File: src/rtl/exu_lsu_ctrl_if.sv
// AGU command/response, DTCM SRAM and write-back channels of the EXU load/store controller.
interface exu_lsu_ctrl_if #(
  parameter int XLEN            = 32,
  parameter int DTCM_ADDR_WIDTH = 16,
  parameter int ITAG_WIDTH      = 1
);
  logic                         agu_cmd_valid;
  logic                         agu_cmd_ready;
  logic [DTCM_ADDR_WIDTH-1:0]   agu_cmd_addr;
  logic                         agu_cmd_read;
  logic [XLEN-1:0]              agu_cmd_wdata;
  logic [XLEN/8-1:0]            agu_cmd_wmask;
  logic [ITAG_WIDTH-1:0]        agu_cmd_itag;
  logic                         agu_cmd_usign;
  logic [1:0]                   agu_cmd_size;
  logic                         agu_rsp_valid;
  logic                         agu_rsp_ready;

  logic                         dtcm_cs;
  logic                         dtcm_we;
  logic [DTCM_ADDR_WIDTH-3:0]   dtcm_addr;
  logic [XLEN/8-1:0]            dtcm_wem;
  logic [XLEN-1:0]              dtcm_din;
  logic [XLEN-1:0]              dtcm_dout;

  logic                         lsu_o_valid;
  logic                         lsu_o_ready;
  logic                         lsu_o_wbck_en;
  logic [XLEN-1:0]              lsu_o_wbck_wdat;
  logic [ITAG_WIDTH-1:0]        lsu_o_itag;
  logic                         lsu_o_err;

  modport slave (
    input  agu_cmd_valid, agu_cmd_addr, agu_cmd_read, agu_cmd_wdata, agu_cmd_wmask,
           agu_cmd_itag, agu_cmd_usign, agu_cmd_size, agu_rsp_ready, dtcm_dout, lsu_o_ready,
    output agu_cmd_ready, agu_rsp_valid, dtcm_cs, dtcm_we, dtcm_addr, dtcm_wem, dtcm_din,
           lsu_o_valid, lsu_o_wbck_en, lsu_o_wbck_wdat, lsu_o_itag, lsu_o_err
  );

  modport master (
    output agu_cmd_valid, agu_cmd_addr, agu_cmd_read, agu_cmd_wdata, agu_cmd_wmask,
           agu_cmd_itag, agu_cmd_usign, agu_cmd_size, agu_rsp_ready, dtcm_dout, lsu_o_ready,
    input  agu_cmd_ready, agu_rsp_valid, dtcm_cs, dtcm_we, dtcm_addr, dtcm_wem, dtcm_din,
           lsu_o_valid, lsu_o_wbck_en, lsu_o_wbck_wdat, lsu_o_itag, lsu_o_err
  );
endinterface

File: src/rtl/exu_lsu_ctrl.sv
// DTCM load/store controller: accepts AGU commands, drives the SRAM, formats load data and
// returns in-order write-back responses through a one-entry pending stage and a response FIFO.
module exu_lsu_ctrl #(
  parameter int XLEN            = 32,
  parameter int DTCM_ADDR_WIDTH = 16,
  parameter int ITAG_WIDTH      = 1,
  parameter int OUTS_DEPTH      = 3
) (
  input  logic            clk,
  input  logic            rst_n,
  exu_lsu_ctrl_if.slave   bus
);
  // Pending can always push: FIFO holds every in-flight credit so no push ever stalls.
  localparam int FIFO_DEPTH = OUTS_DEPTH;
  localparam int PW         = $clog2(FIFO_DEPTH);
  localparam int CW         = $clog2(FIFO_DEPTH + 1);

  logic                   accept, misaligned, push, pop;
  logic                   pend_valid, pend_read, pend_usign, pend_err;
  logic [1:0]             pend_size, pend_off;
  logic [ITAG_WIDTH-1:0]  pend_itag;
  logic [XLEN-1:0]        fmt_wdat;
  logic [7:0]             ld_byte;
  logic [15:0]            ld_half;

  logic [XLEN-1:0]        fifo_wdat [FIFO_DEPTH];
  logic [ITAG_WIDTH-1:0]  fifo_itag [FIFO_DEPTH];
  logic                   fifo_wbck [FIFO_DEPTH];
  logic                   fifo_err  [FIFO_DEPTH];
  logic [PW-1:0]          wr_ptr, rd_ptr;
  logic [CW-1:0]          fifo_cnt, occ;
  logic                   unused_rsp_ready;

  function automatic logic [PW-1:0] ptr_inc(input logic [PW-1:0] p);
    return (p == PW'(FIFO_DEPTH - 1)) ? '0 : p + PW'(1);
  endfunction

  assign unused_rsp_ready   = bus.agu_rsp_ready;
  assign occ                = fifo_cnt + CW'(pend_valid);
  assign bus.agu_cmd_ready  = (occ < CW'(OUTS_DEPTH));
  assign accept             = bus.agu_cmd_valid & bus.agu_cmd_ready;
  assign misaligned         = ((bus.agu_cmd_size == 2'b01) & bus.agu_cmd_addr[0])
                            | (bus.agu_cmd_size[1] & (bus.agu_cmd_addr[1:0] != 2'b00));
  assign push               = pend_valid;
  assign pop                = (fifo_cnt != '0) & bus.lsu_o_ready;

  always_comb begin
    bus.dtcm_cs   = 1'b0;
    bus.dtcm_we   = 1'b0;
    bus.dtcm_addr = '0;
    bus.dtcm_wem  = '0;
    bus.dtcm_din  = '0;
    if (accept) begin
      bus.dtcm_cs   = ~misaligned;
      bus.dtcm_we   = ~bus.agu_cmd_read;
      bus.dtcm_addr = bus.agu_cmd_addr[DTCM_ADDR_WIDTH-1:2];
      bus.dtcm_wem  = bus.agu_cmd_read ? '0 : bus.agu_cmd_wmask;
      bus.dtcm_din  = bus.agu_cmd_wdata;
    end
  end

  always_comb begin
    ld_byte  = bus.dtcm_dout[{pend_off, 3'b000} +: 8];
    ld_half  = bus.dtcm_dout[{pend_off[1], 4'b0000} +: 16];
    fmt_wdat = '0;
    if (pend_read && !pend_err) begin
      case (pend_size)
        2'b00:   fmt_wdat = {{(XLEN-8){ld_byte[7] & ~pend_usign}}, ld_byte};
        2'b01:   fmt_wdat = {{(XLEN-16){ld_half[15] & ~pend_usign}}, ld_half};
        default: fmt_wdat = bus.dtcm_dout;
      endcase
    end
  end

  always_ff @(posedge clk or negedge rst_n) begin
    if (!rst_n) begin
      pend_valid <= 1'b0;
      pend_read  <= 1'b0;
      pend_usign <= 1'b0;
      pend_err   <= 1'b0;
      pend_size  <= '0;
      pend_off   <= '0;
      pend_itag  <= '0;
    end else begin
      pend_valid <= accept;
      if (accept) begin
        pend_read  <= bus.agu_cmd_read;
        pend_usign <= bus.agu_cmd_usign;
        pend_err   <= misaligned;
        pend_size  <= bus.agu_cmd_size;
        pend_off   <= bus.agu_cmd_addr[1:0];
        pend_itag  <= bus.agu_cmd_itag;
      end
    end
  end

  always_ff @(posedge clk or negedge rst_n) begin
    if (!rst_n) begin
      wr_ptr   <= '0;
      rd_ptr   <= '0;
      fifo_cnt <= '0;
    end else begin
      if (push) wr_ptr <= ptr_inc(wr_ptr);
      if (pop)  rd_ptr <= ptr_inc(rd_ptr);
      fifo_cnt <= fifo_cnt + CW'(push) - CW'(pop);
    end
  end

  always_ff @(posedge clk) begin
    if (push) begin
      fifo_wdat[wr_ptr] <= fmt_wdat;
      fifo_itag[wr_ptr] <= pend_itag;
      fifo_wbck[wr_ptr] <= pend_read & ~pend_err;
      fifo_err[wr_ptr]  <= pend_err;
    end
  end

  always_ff @(posedge clk) begin
    if (rst_n && push && !pop) assert (fifo_cnt != CW'(FIFO_DEPTH));
  end

  assign bus.lsu_o_valid     = (fifo_cnt != '0);
  assign bus.lsu_o_wbck_en   = fifo_wbck[rd_ptr];
  assign bus.lsu_o_wbck_wdat = fifo_wdat[rd_ptr];
  assign bus.lsu_o_itag      = fifo_itag[rd_ptr];
  assign bus.lsu_o_err       = fifo_err[rd_ptr];
  assign bus.agu_rsp_valid   = pop;
endmodule

File: src/flat_wrapper.sv
// flat-port wrapper written by rule: the top's interface ports become plain ports
module exu_lsu_ctrl_flat 
#(
  parameter int XLEN            = 32,
  parameter int DTCM_ADDR_WIDTH = 16,
  parameter int ITAG_WIDTH      = 1,
  parameter int OUTS_DEPTH      = 3
)
  (clk, rst_n, bus_agu_cmd_valid, bus_agu_cmd_addr, bus_agu_cmd_read, bus_agu_cmd_wdata, bus_agu_cmd_wmask, bus_agu_cmd_itag, bus_agu_cmd_usign, bus_agu_cmd_size, bus_agu_rsp_ready, bus_dtcm_dout, bus_lsu_o_ready, bus_agu_cmd_ready, bus_agu_rsp_valid, bus_dtcm_cs, bus_dtcm_we, bus_dtcm_addr, bus_dtcm_wem, bus_dtcm_din, bus_lsu_o_valid, bus_lsu_o_wbck_en, bus_lsu_o_wbck_wdat, bus_lsu_o_itag, bus_lsu_o_err);
  exu_lsu_ctrl_if #(.XLEN(XLEN), .DTCM_ADDR_WIDTH(DTCM_ADDR_WIDTH), .ITAG_WIDTH(ITAG_WIDTH)) bus_i ();
  input  logic clk;
  input  logic rst_n;
  input wire logic [$bits(bus_i.agu_cmd_valid)-1:0] bus_agu_cmd_valid;
  input wire logic [$bits(bus_i.agu_cmd_addr)-1:0] bus_agu_cmd_addr;
  input wire logic [$bits(bus_i.agu_cmd_read)-1:0] bus_agu_cmd_read;
  input wire logic [$bits(bus_i.agu_cmd_wdata)-1:0] bus_agu_cmd_wdata;
  input wire logic [$bits(bus_i.agu_cmd_wmask)-1:0] bus_agu_cmd_wmask;
  input wire logic [$bits(bus_i.agu_cmd_itag)-1:0] bus_agu_cmd_itag;
  input wire logic [$bits(bus_i.agu_cmd_usign)-1:0] bus_agu_cmd_usign;
  input wire logic [$bits(bus_i.agu_cmd_size)-1:0] bus_agu_cmd_size;
  input wire logic [$bits(bus_i.agu_rsp_ready)-1:0] bus_agu_rsp_ready;
  input wire logic [$bits(bus_i.dtcm_dout)-1:0] bus_dtcm_dout;
  input wire logic [$bits(bus_i.lsu_o_ready)-1:0] bus_lsu_o_ready;
  output wire logic [$bits(bus_i.agu_cmd_ready)-1:0] bus_agu_cmd_ready;
  output wire logic [$bits(bus_i.agu_rsp_valid)-1:0] bus_agu_rsp_valid;
  output wire logic [$bits(bus_i.dtcm_cs)-1:0] bus_dtcm_cs;
  output wire logic [$bits(bus_i.dtcm_we)-1:0] bus_dtcm_we;
  output wire logic [$bits(bus_i.dtcm_addr)-1:0] bus_dtcm_addr;
  output wire logic [$bits(bus_i.dtcm_wem)-1:0] bus_dtcm_wem;
  output wire logic [$bits(bus_i.dtcm_din)-1:0] bus_dtcm_din;
  output wire logic [$bits(bus_i.lsu_o_valid)-1:0] bus_lsu_o_valid;
  output wire logic [$bits(bus_i.lsu_o_wbck_en)-1:0] bus_lsu_o_wbck_en;
  output wire logic [$bits(bus_i.lsu_o_wbck_wdat)-1:0] bus_lsu_o_wbck_wdat;
  output wire logic [$bits(bus_i.lsu_o_itag)-1:0] bus_lsu_o_itag;
  output wire logic [$bits(bus_i.lsu_o_err)-1:0] bus_lsu_o_err;
  assign bus_i.agu_cmd_valid = bus_agu_cmd_valid;
  assign bus_i.agu_cmd_addr = bus_agu_cmd_addr;
  assign bus_i.agu_cmd_read = bus_agu_cmd_read;
  assign bus_i.agu_cmd_wdata = bus_agu_cmd_wdata;
  assign bus_i.agu_cmd_wmask = bus_agu_cmd_wmask;
  assign bus_i.agu_cmd_itag = bus_agu_cmd_itag;
  assign bus_i.agu_cmd_usign = bus_agu_cmd_usign;
  assign bus_i.agu_cmd_size = bus_agu_cmd_size;
  assign bus_i.agu_rsp_ready = bus_agu_rsp_ready;
  assign bus_i.dtcm_dout = bus_dtcm_dout;
  assign bus_i.lsu_o_ready = bus_lsu_o_ready;
  assign bus_agu_cmd_ready = bus_i.agu_cmd_ready;
  assign bus_agu_rsp_valid = bus_i.agu_rsp_valid;
  assign bus_dtcm_cs = bus_i.dtcm_cs;
  assign bus_dtcm_we = bus_i.dtcm_we;
  assign bus_dtcm_addr = bus_i.dtcm_addr;
  assign bus_dtcm_wem = bus_i.dtcm_wem;
  assign bus_dtcm_din = bus_i.dtcm_din;
  assign bus_lsu_o_valid = bus_i.lsu_o_valid;
  assign bus_lsu_o_wbck_en = bus_i.lsu_o_wbck_en;
  assign bus_lsu_o_wbck_wdat = bus_i.lsu_o_wbck_wdat;
  assign bus_lsu_o_itag = bus_i.lsu_o_itag;
  assign bus_lsu_o_err = bus_i.lsu_o_err;
  exu_lsu_ctrl #(.XLEN(XLEN), .DTCM_ADDR_WIDTH(DTCM_ADDR_WIDTH), .ITAG_WIDTH(ITAG_WIDTH), .OUTS_DEPTH(OUTS_DEPTH)) u_core (.clk(clk), .rst_n(rst_n), .bus(bus_i));
endmodule
File: config.mk
export PLATFORM = sky130hd
export DESIGN_NAME = exu_lsu_ctrl_flat
export DESIGN_NICKNAME = d
export VERILOG_FILES = /design/src/rtl/exu_lsu_ctrl_if.sv /design/src/rtl/exu_lsu_ctrl.sv /design/src/flat_wrapper.sv
export SDC_FILE = /design/constraint.sdc
export NUM_CORES = 1
export LEC_CHECK = 0
export BUFFER_PORTS_ARGS = -buffer_cell sky130_fd_sc_hd__buf_2
export CORE_UTILIZATION = 40
export DETAILED_ROUTE_END_ITERATION = 6
export PLACE_DENSITY = 0.68
export SETUP_SLACK_MARGIN = 0.1
export SYNTH_ARGS = -nofsm -noshare
export SYNTH_HDL_FRONTEND = slang
export SYNTH_SLANG_ARGS = --single-unit
File: constraint.sdc
create_clock -name clk -period 3.5 [get_ports clk]
set_clock_uncertainty 0.2 [all_clocks]
set_input_delay 0.35 -clock clk [delete_from_list [all_inputs] [get_ports clk]]
set_output_delay 0.35 -clock clk [all_outputs]
set_load 0.005 [all_outputs]
=== Yosys cells after proc, flatten, opt, wreduce, memory -nomap -nowiden ===
Memory sizes are Yosys's and may differ from the RTL's.
Cells that the tools add are included.

* Flip-flop bits (word level): 15
* Memory bits (writable): 105
* Input port bits: 94
* Output and inout bits: 90
* Logic and storage cells: 54
* Memories: 4

{| class="wikitable"
|+ Memories
! name !! depth !! width !! read ports !! clocked after Yosys merged registers in !! write ports !! RTL line !! RTL
|-
| u_core.fifo_wdat || 3 || 32 || 1 || 0 || 1 || exu_lsu_ctrl.sv:26 || <nowiki>logic [XLEN-1:0] fifo_wdat [FIFO_DEPTH];</nowiki>
|-
| u_core.fifo_err || 3 || 1 || 1 || 0 || 1 || exu_lsu_ctrl.sv:29 || <nowiki>logic fifo_err [FIFO_DEPTH];</nowiki>
|-
| u_core.fifo_itag || 3 || 1 || 1 || 0 || 1 || exu_lsu_ctrl.sv:27 || <nowiki>logic [ITAG_WIDTH-1:0] fifo_itag [FIFO_DEPTH];</nowiki>
|-
| u_core.fifo_wbck || 3 || 1 || 1 || 0 || 1 || exu_lsu_ctrl.sv:28 || <nowiki>logic fifo_wbck [FIFO_DEPTH];</nowiki>
|}

* Add/sub/neg operators: 4
* Order comparisons: 1
* Equal/unequal tests: 4
* Shifts and indexed selects: 2
* Multiplexer cells: 12
* Bitwise gates (word level): 12
* Reduce and logical (&&, ||, !) cells: 5

{| class="wikitable"
|+ Operators by type and width
! operator !! count
|-
| $mux W32 || 2
|-
| $pmux W32 S2 || 1
|-
| $shiftx A32 B6 Y16 || 1
|-
| $shiftx A32 B6 Y8 || 1
|-
| $mux W14 || 1
|-
| $mux W4 || 2
|-
| $and A1 B1 Y1 || 7
|-
| $add A2 B1 Y2 const B || 2
|-
| $eq A2 B1 Y1 const B || 2
|-
| $eq A2 B2 Y1 const B || 2
|-
| $mux W1 || 4
|-
| $mux W2 || 2
|-
| $not A1 Y1 || 4
|-
| $reduce_bool A2 Y1 || 2
|-
| $add A2 B1 Y2 || 1
|-
| $logic_not A2 Y1 || 1
|-
| $lt A2 B2 Y1 const B || 1
|-
| $sub A2 B1 Y2 || 1
|-
| $logic_and A1 B1 Y1 || 1
|-
| $logic_not A1 Y1 || 1
|-
| $or A1 B1 Y1 || 1
|}

=== Longest topological paths before layout ===
* Word-level depth: 5
* Mapped depth: 9
* Depth with buffers taken out: 7

=== Worst setup path before layout ===
No wires, ideal clock.

* Kind: reg2reg
* Start: reg u_core.pend_valid
* End: mem u_core.fifo_err[2] (enable)
* Setup time: 478 ps
* Arrival time: 3021 ps
* Required time: 2822 ps
* Setup slack: -199 ps
* Cell stages (with the launch flop): 3
* Path buffers: 0
* Clock period less this slack: 3699 ps
* Path through: dfrtp_1 -> inv_1 -> nor3b_1

* Cells in the longest elaborated chain, start to end: 2

{| class="wikitable"
|+ Ends and longest elaborated chain
! what !! RTL line !! RTL
|-
| from (decl) || exu_lsu_ctrl.sv:19 || <nowiki>logic pend_valid, pend_read, pend_usign, pend_err;</nowiki>
|-
| from (signal assigned) || exu_lsu_ctrl.sv:85 || <nowiki>pend_valid <= accept;</nowiki>
|-
| $mux W1 || exu_lsu_ctrl.sv:110 || <nowiki>if (push) begin</nowiki>
|-
| $mux W1 (not written as such) || exu_lsu_ctrl.sv:114 || <nowiki>fifo_err[wr_ptr] <= pend_err;</nowiki>
|-
| to (decl) || exu_lsu_ctrl.sv:29 ||
|}

Every way passes these cells.

=== Worst setup path after layout ===
* Start: reg u_core.pend_valid
* End: out bus_dtcm_cs

* Cells in the longest elaborated chain, start to end: 4

{| class="wikitable"
|+ Ends and longest elaborated chain
! what !! RTL line !! RTL
|-
| $add A2 B1 Y2 || exu_lsu_ctrl.sv:39 || <nowiki>assign occ = fifo_cnt + CW'(pend_valid);</nowiki>
|-
| $lt A2 B2 Y1 || exu_lsu_ctrl.sv:40 || <nowiki>assign bus.agu_cmd_ready = (occ < CW'(OUTS_DEPTH));</nowiki>
|-
| $and A1 B1 Y1 || exu_lsu_ctrl.sv:41 || <nowiki>assign accept = bus.agu_cmd_valid & bus.agu_cmd_ready;</nowiki>
|-
| $mux W1 || exu_lsu_ctrl.sv:53 || <nowiki>if (accept) begin</nowiki>
|-
| to (decl) || flat_wrapper.sv:26 || <nowiki>output wire logic [$bits(bus_i.dtcm_cs)-1:0] bus_dtcm_cs;</nowiki>
|}

Every way passes these cells.

==> results.tsv <==
metric	value	unit
synth_nets	541	
numCtsBuffers	17	
slew_headroom	0.3756	
yosysSeqAreaShare	0.6406	
portBuffers	182	
avgRoutedWirePerCell	17.20	um
ys_ff_latch	120	
drive_above_1_share	0.3913	
start_util	0.4126	
syn_inst	445	
grt_pass1_vias	4142	
crit_family	buffers and inverters	
power	6.472	mW
synth_cell_types	30	
worst_pin_slew	0.9366	ns
setup_slack	0.6476	ns
post-route-min-period	2.852	ns
viasPerCell	5.215	
fmax	350.6	MHz
worstReg2RegStart	u_core.pend_size[1]	
finalSetupTns	0	ns
cts_tree	yes	
clock_path_buffers	2	
worstPathArrival	2.30	ns
r2r-end	u_core.fifo_wdat[1][19]	
ioPinCount	184	
grt_max_degree	59	
ir_worst_vdd	0.0004761	V
cts.sinks	120	
htree_levels	4	
cp_slowest_cell	dfrtp_1	
hp-start	bus_agu_cmd_addr[0]	
drt_wl_total	14110	um
n_antenna_cell	0	
dp_slack	0.8830	ns
initialDrtViolationCount	392	
synth_area	0.005508	mm2
grt_pass1_wl	21610	um
path_max_fanout	58	
root_buffer	clkbuf_16	
yosysTopAreaCell	edfxtp_1	
p_per_area	890.5	mW/mm2
die_y	119.3	um
finalCritPeriodShare	0.8150	
cpMostUsedCell	nand2_1	
worstSetupStartpointType	register	
static-leakage-power	3.121	nW
place.gp.congestion	0.8583	
die_w	119.3	um
slowest_delay	0.40	ns
dr_total_vias	4276	
r2r_slack	0.82	ns
drt_first_pass_iters	7	
core_area	0.01335	mm2
synthTopCellsByArea	edfxtp_1 57%, dfrtp_1 6.8%, mux2i_1 6.4%	
netlist.area_leader.share	0.5725	
endpoint_kind	output pin	
setup_viol_count_final	0	
antenna_left	0	
nets	727	
rr_worst_depth	4	
insertion_delay	0.41	ns
syn2layout_area_growth	31.96	%
status	complete, no violations	
hold_path_class	input pin to register	
antenna_found_initial	0	
hpwl	10080	um
rows	42	
min_path_cells	2	
grt_overflow_total	0	
grt.total_usage	0.2065	
rsz0062_at_grt	no	
required	2.95	ns
syn_area_per_cell	12.38	um2
maxCapViolCount	0	
path_class	register to output pin	
clk_pin_slew_worst_paths	0.05	ns
drc	0	
slew_violations	0	
die-area	0.01424	mm2
path_cells	ha_1, xor2_1, nand2_1, nand2_1, inv_1, buf_4, and3_1, buf_2	
post_cts.resized_instances	0	
timing.hold.worst_endpoint	u_core.pend_off[0]	
synth_warnings	0	
hold_viol	0	
critical_path_buf_inv_count	3	
Yosys cell counts, drive strengths merged:
cell / instances
edfxtp: 105
dfrtp: 15
a31oi: 2
mux2: 21
nand2b: 1
buf: 12
and3: 1
nor2: 12
a21o: 3
o21ai: 47
a22oi: 1
and2: 46
or2: 2
o22ai: 1
nand3: 1
ha: 2
a222oi: 7
a2111o: 1
inv: 9
xor2: 2
a21oi: 15
mux2i: 35
clkbuf: 16
nor3b: 6
nand2: 79
nor3: 3
repair_timing:
action	CTS	global route
endpoints found under the hold margin	17	0
hold buffers	3	0
buffers inserted	0	0
power breakdown:
group	internal [mW]	switching, mW	total [mW]
Combinational	0.978	1.24	2.22
Sequential	2.13	0.318	2.45
Clock	1.24	0.560	1.80
metal layers:
layer  global-route usage  wire [um]  share of wire  vias up
met1               0.2379       5497           0.39     2060
met4              0.07656        153          0.011        0
met3              0.05508       1038          0.074       13
li1                     -          -              -     1975
met5                    0          0              0        -
met2               0.3659       7416           0.53      228
layout make-up:
type	count	area (um2)
clock buffers	22	474.2
clock inverters	10	148.9
fillers	1166	6080
inverters	9	33.78
multi-input cells	288	1844
flip-flops and latches	120	3531
well taps	176	220.2
repair buffers	195	1016
cells in the final DEF, fill, tap and decap left out, types with 3 or more instances in the layout:
cell / Yosys / final
buf_2: 9 / 182
edfxtp_1: 105 / 105
nand2_1: 79 / 79
o21ai_0: 47 / 47
and2_1: 46 / 46
mux2i_1: 35 / 35
mux2_2: 20 / 20
clkbuf_16: 0 / 17
a21oi_1: 15 / 15
dfrtp_1: 15 / 13
nor2_1: 12 / 11
buf_4: 0 / 10
inv_1: 9 / 9
a222oi_1: 7 / 7
clkinv_2: 0 / 5
nor3b_1: 5 / 4
bufinv_16: 0 / 4
a21o_1: 3 / 3
clkbuf_8: 0 / 3
dlygate4sd3_1: 0 / 3
worst max path at each step:
stage,depth (start not counted),start,endpoint,slack [ns]
2_1_floorplan,2,u_core.wr_ptr[0],u_core.fifo_err[1],0.91
3_3_place_gp,4,u_core.pend_size[1],u_core.fifo_wdat[1][16],1.04
3_5_place_dp,4,u_core.pend_size[1],u_core.fifo_wdat[2][19],0.88
4_1_cts,8,u_core.pend_valid,bus_dtcm_cs,0.60
5_1_grt,8,u_core.pend_valid,bus_dtcm_cs,0.42
6_report,8,u_core.pend_valid,bus_dtcm_cs,0.65
flip-flops by register name, summed over array words and instances, names as in the netlist:
register,cells
u_core.fifo_cnt,2
u_core.fifo_err,3
u_core.fifo_itag,3
u_core.fifo_wbck,3
u_core.fifo_wdat,96
u_core.pend_err,1
u_core.pend_itag,1
u_core.pend_off,2
u_core.pend_read,1
u_core.pend_size,2
u_core.pend_usign,1
u_core.pend_valid,1
u_core.rd_ptr,2
u_core.wr_ptr,2
stage by stage:
stage	hold WS, ns	area (um2)	utilization	cells
5_1_grt	0.02384	7268	0.5445	820
3_5_place_dp	0.09322	6615	0.4956	785
6_report	0.03088	7268	0.5445	820
2_1_floorplan	-0.1456	5518	-	445
4_1_cts	0.02616	7268	0.5445	820
3_3_place_gp	0.08825	6615	0.4956	785
logic make-up (layout without fill, tap and decap cells):
family / Yosys count / after routing / share of synthesized area
compound gates: 77 / 77 / 0.08087
xor+xnor: 2 / 2 / 0.003181
fa+ha+maj: 2 / 2 / 0.004543
buf+inv: 37 / 236 / 0.02998
flops: 120 / 120 / 0.6406
mux: 56 / 56 / 0.1072
simple gates: 151 / 151 / 0.1336
Note: power is estimated with default switching activity, not from simulation.
